[src/rtl/pwm_capture.sv]
// ============================================================================
// Module   : pwm_capture
// Brief    : PWM receiver. Measures period (rise to rise) and high time
//            (rise to fall) in clk cycles, and flags a static input.
// Revision : 1.0 - initial release
// ============================================================================
`default_nettype none

module pwm_capture #(
  parameter int          CNT_W   = 16,
  parameter int unsigned TIMEOUT = 32'h8000  // must be < 2^CNT_W - 1
) (
  input  logic             clk,
  input  logic             rst_n,
  input  logic             pwm_in,
  output logic [CNT_W-1:0] period_cnt,
  output logic [CNT_W-1:0] high_cnt,
  output logic             meas_valid,
  output logic             stuck,
  output logic             stuck_level
);

  localparam logic [CNT_W-1:0] TIMEOUT_V = CNT_W'(TIMEOUT);
  localparam logic [CNT_W-1:0] ONE_V     = CNT_W'(1);
  localparam logic [CNT_W-1:0] ONES_V    = {CNT_W{1'b1}};

  typedef enum logic [1:0] {
    S_IDLE  = 2'd0,
    S_HIGH  = 2'd1,
    S_LOW   = 2'd2,
    S_STUCK = 2'd3
  } state_e;

  state_e           state_q;
  logic             s1_q, s2_q, prev_q;
  logic [CNT_W-1:0] per_acc_q, high_acc_q, idle_acc_q, h_lat_q;
  logic [CNT_W-1:0] period_q, high_q;
  logic             valid_q, stuck_q, level_q;

  logic             rise, fall, timeout, enter_stuck;
  logic [CNT_W-1:0] per_inc, high_inc, idle_acc_d;

  // Edge detection on the synchronized input; only one can fire per cycle.
  assign rise     = s2_q & ~prev_q;
  assign fall     = ~s2_q & prev_q;
  assign timeout  = (idle_acc_q == TIMEOUT_V);
  assign per_inc  = (per_acc_q  == ONES_V) ? per_acc_q  : per_acc_q  + ONE_V;
  assign high_inc = (high_acc_q == ONES_V) ? high_acc_q : high_acc_q + ONE_V;

  // An edge in the same cycle as the timeout wins, so the stream is kept.
  assign enter_stuck = (state_q != S_STUCK) && timeout && !rise && !fall;

  // Cycles since the last edge, saturating at the timeout value.
  always_comb begin
    idle_acc_d = idle_acc_q;
    if (rise || fall) begin
      idle_acc_d = '0;
    end else if (!timeout) begin
      idle_acc_d = idle_acc_q + ONE_V;
    end
  end

  // Two-flop synchronizer plus a delayed copy for edge detection.
  always_ff @(posedge clk or negedge rst_n) begin
    if (!rst_n) begin
      s1_q       <= 1'b0;
      s2_q       <= 1'b0;
      prev_q     <= 1'b0;
      idle_acc_q <= '0;
    end else begin
      s1_q       <= pwm_in;
      s2_q       <= s1_q;
      prev_q     <= s2_q;
      idle_acc_q <= idle_acc_d;
    end
  end

  // Measurement FSM: accumulators, latched high time and registered outputs.
  always_ff @(posedge clk or negedge rst_n) begin
    if (!rst_n) begin
      state_q    <= S_IDLE;
      per_acc_q  <= '0;
      high_acc_q <= '0;
      h_lat_q    <= '0;
      period_q   <= '0;
      high_q     <= '0;
      valid_q    <= 1'b0;
      stuck_q    <= 1'b0;
      level_q    <= 1'b0;
    end else begin
      valid_q <= 1'b0;
      if (enter_stuck) begin
        // Report a static input once: period 0, high time all-ones or 0.
        state_q  <= S_STUCK;
        stuck_q  <= 1'b1;
        level_q  <= s2_q;
        high_q   <= s2_q ? ONES_V : '0;
        period_q <= '0;
        valid_q  <= 1'b1;
      end else begin
        unique case (state_q)
          S_IDLE: begin
            // First rise only starts timing; there is no full period yet.
            if (rise) begin
              state_q    <= S_HIGH;
              per_acc_q  <= ONE_V;
              high_acc_q <= ONE_V;
            end
          end
          S_HIGH: begin
            per_acc_q <= per_inc;
            if (fall) begin
              state_q <= S_LOW;
              h_lat_q <= high_acc_q;
            end else begin
              high_acc_q <= high_inc;
            end
          end
          S_LOW: begin
            if (rise) begin
              state_q    <= S_HIGH;
              period_q   <= per_acc_q;
              high_q     <= h_lat_q;
              valid_q    <= 1'b1;
              per_acc_q  <= ONE_V;
              high_acc_q <= ONE_V;
            end else begin
              per_acc_q <= per_inc;
            end
          end
          S_STUCK: begin
            // Outputs hold; any edge leaves, without a report.
            if (rise) begin
              state_q    <= S_HIGH;
              stuck_q    <= 1'b0;
              per_acc_q  <= ONE_V;
              high_acc_q <= ONE_V;
            end else if (fall) begin
              state_q <= S_IDLE;
              stuck_q <= 1'b0;
            end
          end
          default: state_q <= S_IDLE;
        endcase
      end
    end
  end

  assign period_cnt  = period_q;
  assign high_cnt    = high_q;
  assign meas_valid  = valid_q;
  assign stuck       = stuck_q;
  assign stuck_level = level_q;

endmodule

`default_nettype wire

[config.mk]
export PLATFORM = sky130hd
export DESIGN_NAME = pwm_capture
export DESIGN_NICKNAME = d
export VERILOG_FILES = /design/src/rtl/pwm_capture.sv
export SDC_FILE = /design/constraint.sdc
export NUM_CORES = 1
export LEC_CHECK = 0
export BUFFER_PORTS_ARGS = -buffer_cell sky130_fd_sc_hd__buf_2
export CAP_MARGIN = 20
export CORE_MARGIN = 2
export CORE_UTILIZATION = 60
export CTS_CLUSTER_SIZE = 24
export DETAILED_ROUTE_END_ITERATION = 16
export GPL_TIMING_DRIVEN = 0
export PLACE_DENSITY = 0.8
export SLEW_MARGIN = 20
export SYNTH_ARGS = -nofsm -noshare
export SYNTH_HDL_FRONTEND = slang
export SYNTH_SLANG_ARGS = --single-unit
[constraint.sdc]
create_clock -name clk -period 2.78 [get_ports clk]
set_input_delay 0.278 -clock clk [delete_from_list [all_inputs] [get_ports clk]]
set_output_delay 0.278 -clock clk [all_outputs]
set_load 0.01 [all_outputs]
# After elaboration in Yosys (flattened, before gate mapping)
# Cells that the tools add are included.
[word_totals]
ff_bits = 104
inputBits = 3
output_inout_bits = 35
elab_cells = 85
[op_classes]
n_addsub = 3
n_eq_ne = 15
muxes = 29
bitwise = 5
n_reduce_logical = 20
[op_table]
columns = ["op", "count"]
rows = [
  ["16-bit two-way mux", 14],
  ["16-bit by 1-bit adder with 16-bit output (second input constant)", 3],
  ["16-bit == test (second input constant)", 3],
  ["16-bit case mux with 3 select lines", 1],
  ["16-bit case mux with 2 select lines", 1],
  ["2-bit two-way mux", 5],
  ["1-bit two-way mux", 7],
  ["2-bit by 1-bit != test with 1-bit output (second input constant)", 3],
  ["2-bit != test (second input constant)", 3],
  ["2-bit case mux with 3 select lines", 1],
  ["2-bit AND reduction", 3],
  ["3-bit AND reduction", 2],
  ["2-bit nonzero test", 3],
  ["2-bit == test (second input constant)", 2],
  ["4-bit != test (second input constant)", 1],
  ["4-bit AND reduction", 1],
  ["2-bit OR reduction", 2],
  ["1-bit logical AND", 3],
  ["3-bit by 1-bit != test with 1-bit output (second input constant)", 1],
  ["3-bit != test (second input constant)", 1],
  ["1-bit inverter", 3],
  ["3-bit nonzero test", 1],
  ["3-bit OR reduction", 1],
  ["1-bit bitwise AND", 2],
  ["other kinds (4)", 5],
]

# Logic depth before layout (Yosys ltp)
[logic_depth]
word_depth = 7
mapped_depth = 9
ltp_nobuf = 7

# Worst setup path before layout
# OpenSTA, ideal clock, no wires.
[synth_timing]
path_kind = "register to register"
from = "reg state_q[0]"
to = "reg per_acc_q[9]"
setup_time_ns = 0.077
t_arrival_ns = 2.094
required_time_ns = 2.703
setup_slack_ns = 0.609
path_stages_with_launch = 8
n_path_buf = 1
period_less_slack_ns = 2.171
cell_sequence = "dfrtp_1 -> inv_1 -> ha_1 -> nor2_1 -> or4_1 -> buf_2 -> or4_1 -> a21oi_1"
[synth_between]
elab_chain_len = 6
elab_cells_between_ends = 13
classes_between = "eq/ne: 5; mux: 1; bitwise: 1; reduce/logical: 6"
[synth_lines]
columns = ["element", "line_no", "text"]
rows = [
  ["start, declared", "34", "state_e state_q;"],
  ["start signal, assigned", "81", "state_q <= S_IDLE;"],
  ["start signal, assigned", "94", "state_q <= S_STUCK;"],
  ["start signal, assigned", "105", "state_q <= S_HIGH;"],
  ["branches (longest 6 deep; another with 2-bit == test)", "-", ""],
  ["end signal, assigned", "111", "per_acc_q <= per_inc;"],
  ["end signal, assigned", "128", "per_acc_q <= per_inc;"],
  ["end, declared", "36", "logic [CNT_W-1:0] per_acc_q, high_acc_q, idle_acc_q, h_lat_q;"],
]
# Parallel ways; which one is timed is not known.
# A chain may end at the register's enable or synchronous reset.

# Worst setup path in the final report
[layout_timing]
from = "reg idle_acc_q[0]"
to = "reg period_q[2], in the netlist period_cnt[2]"
[layout_between]
elab_chain_len = 6
elab_cells_between_ends = 8
classes_between = "eq/ne: 1; mux: 1; reduce/logical: 6"
[layout_lines]
columns = ["element", "line_no", "text"]
rows = [
  ["start, declared", "36", ""],
  ["start signal, assigned", "74", "idle_acc_q <= idle_acc_d;"],
  ["16-bit == test (*)", "46", "assign timeout = (idle_acc_q == TIMEOUT_V);"],
  ["1-bit logical AND (*) (3 in a row)", "51", "assign enter_stuck = (state_q != S_STUCK) && timeout && !rise && !fall;"],
  ["2-bit nonzero test (no line)", "-", ""],
  ["2-bit AND reduction (no line)", "-", ""],
  ["end signal, assigned", "122", "period_q <= per_acc_q;"],
  ["end, declared", "37", "logic [CNT_W-1:0] period_q, high_q;"],
]
# Mark *: on every way between the ends. The rest lies on a longest branch, timed or not.

==> results.sh <==
export IMPL_final_nets=597
export IMPL_drtPass1Iterations=5
export IMPL_tightest_slew_ns=0.683
export IMPL_drc=0
export IMPL_vias=4208
export IMPL_die_height_um=96.5
export IMPL_hold_class="in2async"
export IMPL_min_period_over_period_pct=91.6
export IMPL_maxCapViolCount=0
export IMPL_synth_edf_count=0
export IMPL_final_hold_viol_count=0
export IMPL_yosysSeqAreaShare_pct=50.7
export IMPL_required_ns=3.04
export IMPL_fillers=628
export IMPL_critPathKind="reg2reg"
export IMPL_cts_tree="built"
export IMPL_reg2reg_slack_ns=0.23
export IMPL_io_buffers=37
export IMPL_status="completed"
export IMPL_via_per_inst=6.09
export IMPL_yosys_warnings=0
export IMPL_wirelength_um=11400
export IMPL_ios=38
export IMPL_coreArea_um2=8260
export IMPL_overflow=0
export IMPL_n_antenna_cell=0
export IMPL_grt_antenna_before_repair=0
export IMPL_drive_gt1_share_pct=16.6
export IMPL_final_setup_viol_count=0
export IMPL_grt_total_usage_pct=26.8
export IMPL_rsz0062_at_grt="no"
export IMPL_yosys_register_bits=104
export IMPL_drtIter0Drc=331
export IMPL_fmax_mhz=393
export IMPL_dp_hpwl_um=8200
export IMPL_grt_pass1_vias=4065
export IMPL_vdd_drop_max_v=0.000348
export IMPL_syn2layout_area_growth_pct=11.5
export IMPL_fin_crit_ns=2.55
export IMPL_placed_area_um2=5480
export IMPL_syn_area_per_cell_um2=9.68
export IMPL_finalClockSkew_ns=0.0150
export IMPL_worst_setup_path_end_kind="flop"
export IMPL_post_drt_wl_per_cell_um=16.5
export IMPL_clk_latency_ns=0.38
export IMPL_synthFlopType="dfrtp_1"
export IMPL_initial_core_util_pct=62.1
export IMPL_final_common_cell="nand2_1"
export IMPL_finalInstanceArea_um2=5720
export IMPL_async_flop_share_pct=100
export IMPL_leakage_nw=2.59
export IMPL_antenna_left=0
export IMPL_clockRootBuffer="clkbuf_8"
export IMPL_arrival_ns=2.81
export IMPL_die_w_um=96.5
export IMPL_place_congestion=0.901
export IMPL_relSlewSlack_pct=54.0
export IMPL_cts_setup_buffers=0
export IMPL_grt_pass1_wl_um=19300
export IMPL_clock_sinks=104
export IMPL_syn_num_nets=546
export IMPL_grt_max_degree=64
export IMPL_critPathLaunchType="flop"
export IMPL_syn_inst=530
export IMPL_slew_violations=0
export IMPL_die_area_um2=9310
export IMPL_rows=33
export IMPL_numCtsBuffers=9
export IMPL_cts_clk_slew_worst_paths_ns=0.10
export IMPL_final_cell_mix="nand2_1 (109), dfrtp_1 (104), buf_2 (43)"
export IMPL_power_density_nw_per_um2=664
export IMPL_netlist_area_um2=5130
export IMPL_yosysUniqueCellTypes=57
export IMPL_crit_fanout=10
export IMPL_clk_path_buf_depth=2
export IMPL_fin_setup_tns_ns=0
export IMPL_htree_num_levels=3
path summary, 6_finish.rpt:
path,startpoint,to,cells after the start
worst max-delay path,idle_acc_q[0],period_cnt[2],8
worst min-delay path,rst_n,period_cnt[1],2
worst max register to register,idle_acc_q[0],period_cnt[2],8
worst min register to register,s1_q,s2_q,0
max in group asynchronous,rst_n,per_acc_q[4],3
min in group clk,s1_q,s2_q,0
critical path, stage by stage (launching register included):
cell and delay, ns:
dfrtp_1 0.43, inv_1 0.10, ha_1 0.17, nor4b_1 0.28, nand4_1 0.39, nor2_4 0.39
buf_2 0.31, buf_2 0.28, a21oi_1 0.07
area by class of cell:
cell class,instances,area [um^2],share of cell area [%]
Buffer,28,138,2.40
Clock inverter,7,86.3,1.51
Multi-Input combinational cell,385,2350,41.1
Tap cell,105,131,2.30
Inverter,13,48.8,0.853
Clock buffer,9,124,2.16
Timing Repair Buffer,40,239,4.18
Sequential cell,104,2600,45.5
registers in the layout, summed over array words and instances (netlist names):
name	cells
idle_acc_q	16
per_acc_q	16
prev_q	1
period_cnt	16
s1_q	1
h_lat_q	16
stuck_level	1
meas_valid	1
high_acc_q	16
state_q	2
s2_q	1
high_cnt	16
stuck	1
cell usage after synthesis (all sizes together), types with 3 or more instances:
cell type / number / area share [%]
o21ai: 18 / 1.8
a21oi: 29 / 2.8
nor3: 10 / 1.1
and3: 4 / 0.49
xor2: 5 / 0.85
xnor2: 9 / 1.5
nor2: 20 / 1.6
mux2i: 5 / 0.98
nand2b: 10 / 1.3
o211ai: 6 / 0.88
inv: 13 / 0.95
a21boi: 4 / 0.66
buf: 11 / 1.4
nand4: 14 / 1.7
or4: 15 / 2.2
clkbuf: 17 / 1.3
nand2: 109 / 8.0
o31ai: 6 / 0.88
or3: 6 / 0.78
nand3: 17 / 1.8
nor2b: 4 / 0.49
dfrtp: 104 / 51
a31oi: 20 / 2.4
and2: 11 / 1.3
mux2: 16 / 3.5
ha: 13 / 3.2
nor4: 7 / 0.98
o22a: 4 / 0.68
nand3b: 3 / 0.44
where the power goes:
group	leakage (nW)	internal, W	switching [W]
clock network	0.105	0.000363	0.000594
registers	1.42	0.00163	0.000125
logic	1.06	0.000396	0.000690
cell families (layout without fill, tap and decap cells):
kind of cell | Yosys count | count (layout) | share of synthesized area (%)
xor gates and xnor gates | 14 | 14 | 2.39
AOI/OAI and AO/OA | 101 | 101 | 12.6
buffers and inverters | 41 | 97 | 3.63
adders and majority gates | 13 | 13 | 3.17
DFF | 104 | 104 | 50.7
and+or+nand+nor | 236 | 236 | 23.0
muxes | 21 | 21 | 4.49
per-stage QoR:
| step | util, % | std cells | hold slack [ns] | power, W | worst slack [ns] |
|---|---|---|---|---|---|
| floorplan | - | 530 | -0.0176 | 0.00251 | 0.609 |
| global placement | 66.0 | 672 | 0.335 | 0.00278 | 0.214 |
| detailed placement | 66.4 | 673 | 0.221 | 0.00285 | 0.170 |
| CTS | 69.2 | 691 | 0.365 | 0.00379 | 0.150 |
| global route | 69.3 | 691 | 0.369 | 0.00402 | 0.0834 |
| finish | 69.3 | 691 | 0.366 | 0.00380 | 0.234 |
what timing repair did:
item,CTS,global route
gates resized for setup,0,2
endpoints found under the hold margin,42,0
setup endpoints to repair,0,10
hold buffers,2,0
per-layer routing:
layer / global-route usage [%] / wire, um
met5: 0 / 0
met4: 7.86 / 150
met3: 4.65 / 544
met2: 42.8 / 5550
met1: 37.8 / 5180
Note: power is estimated with default switching activity, not from simulation.
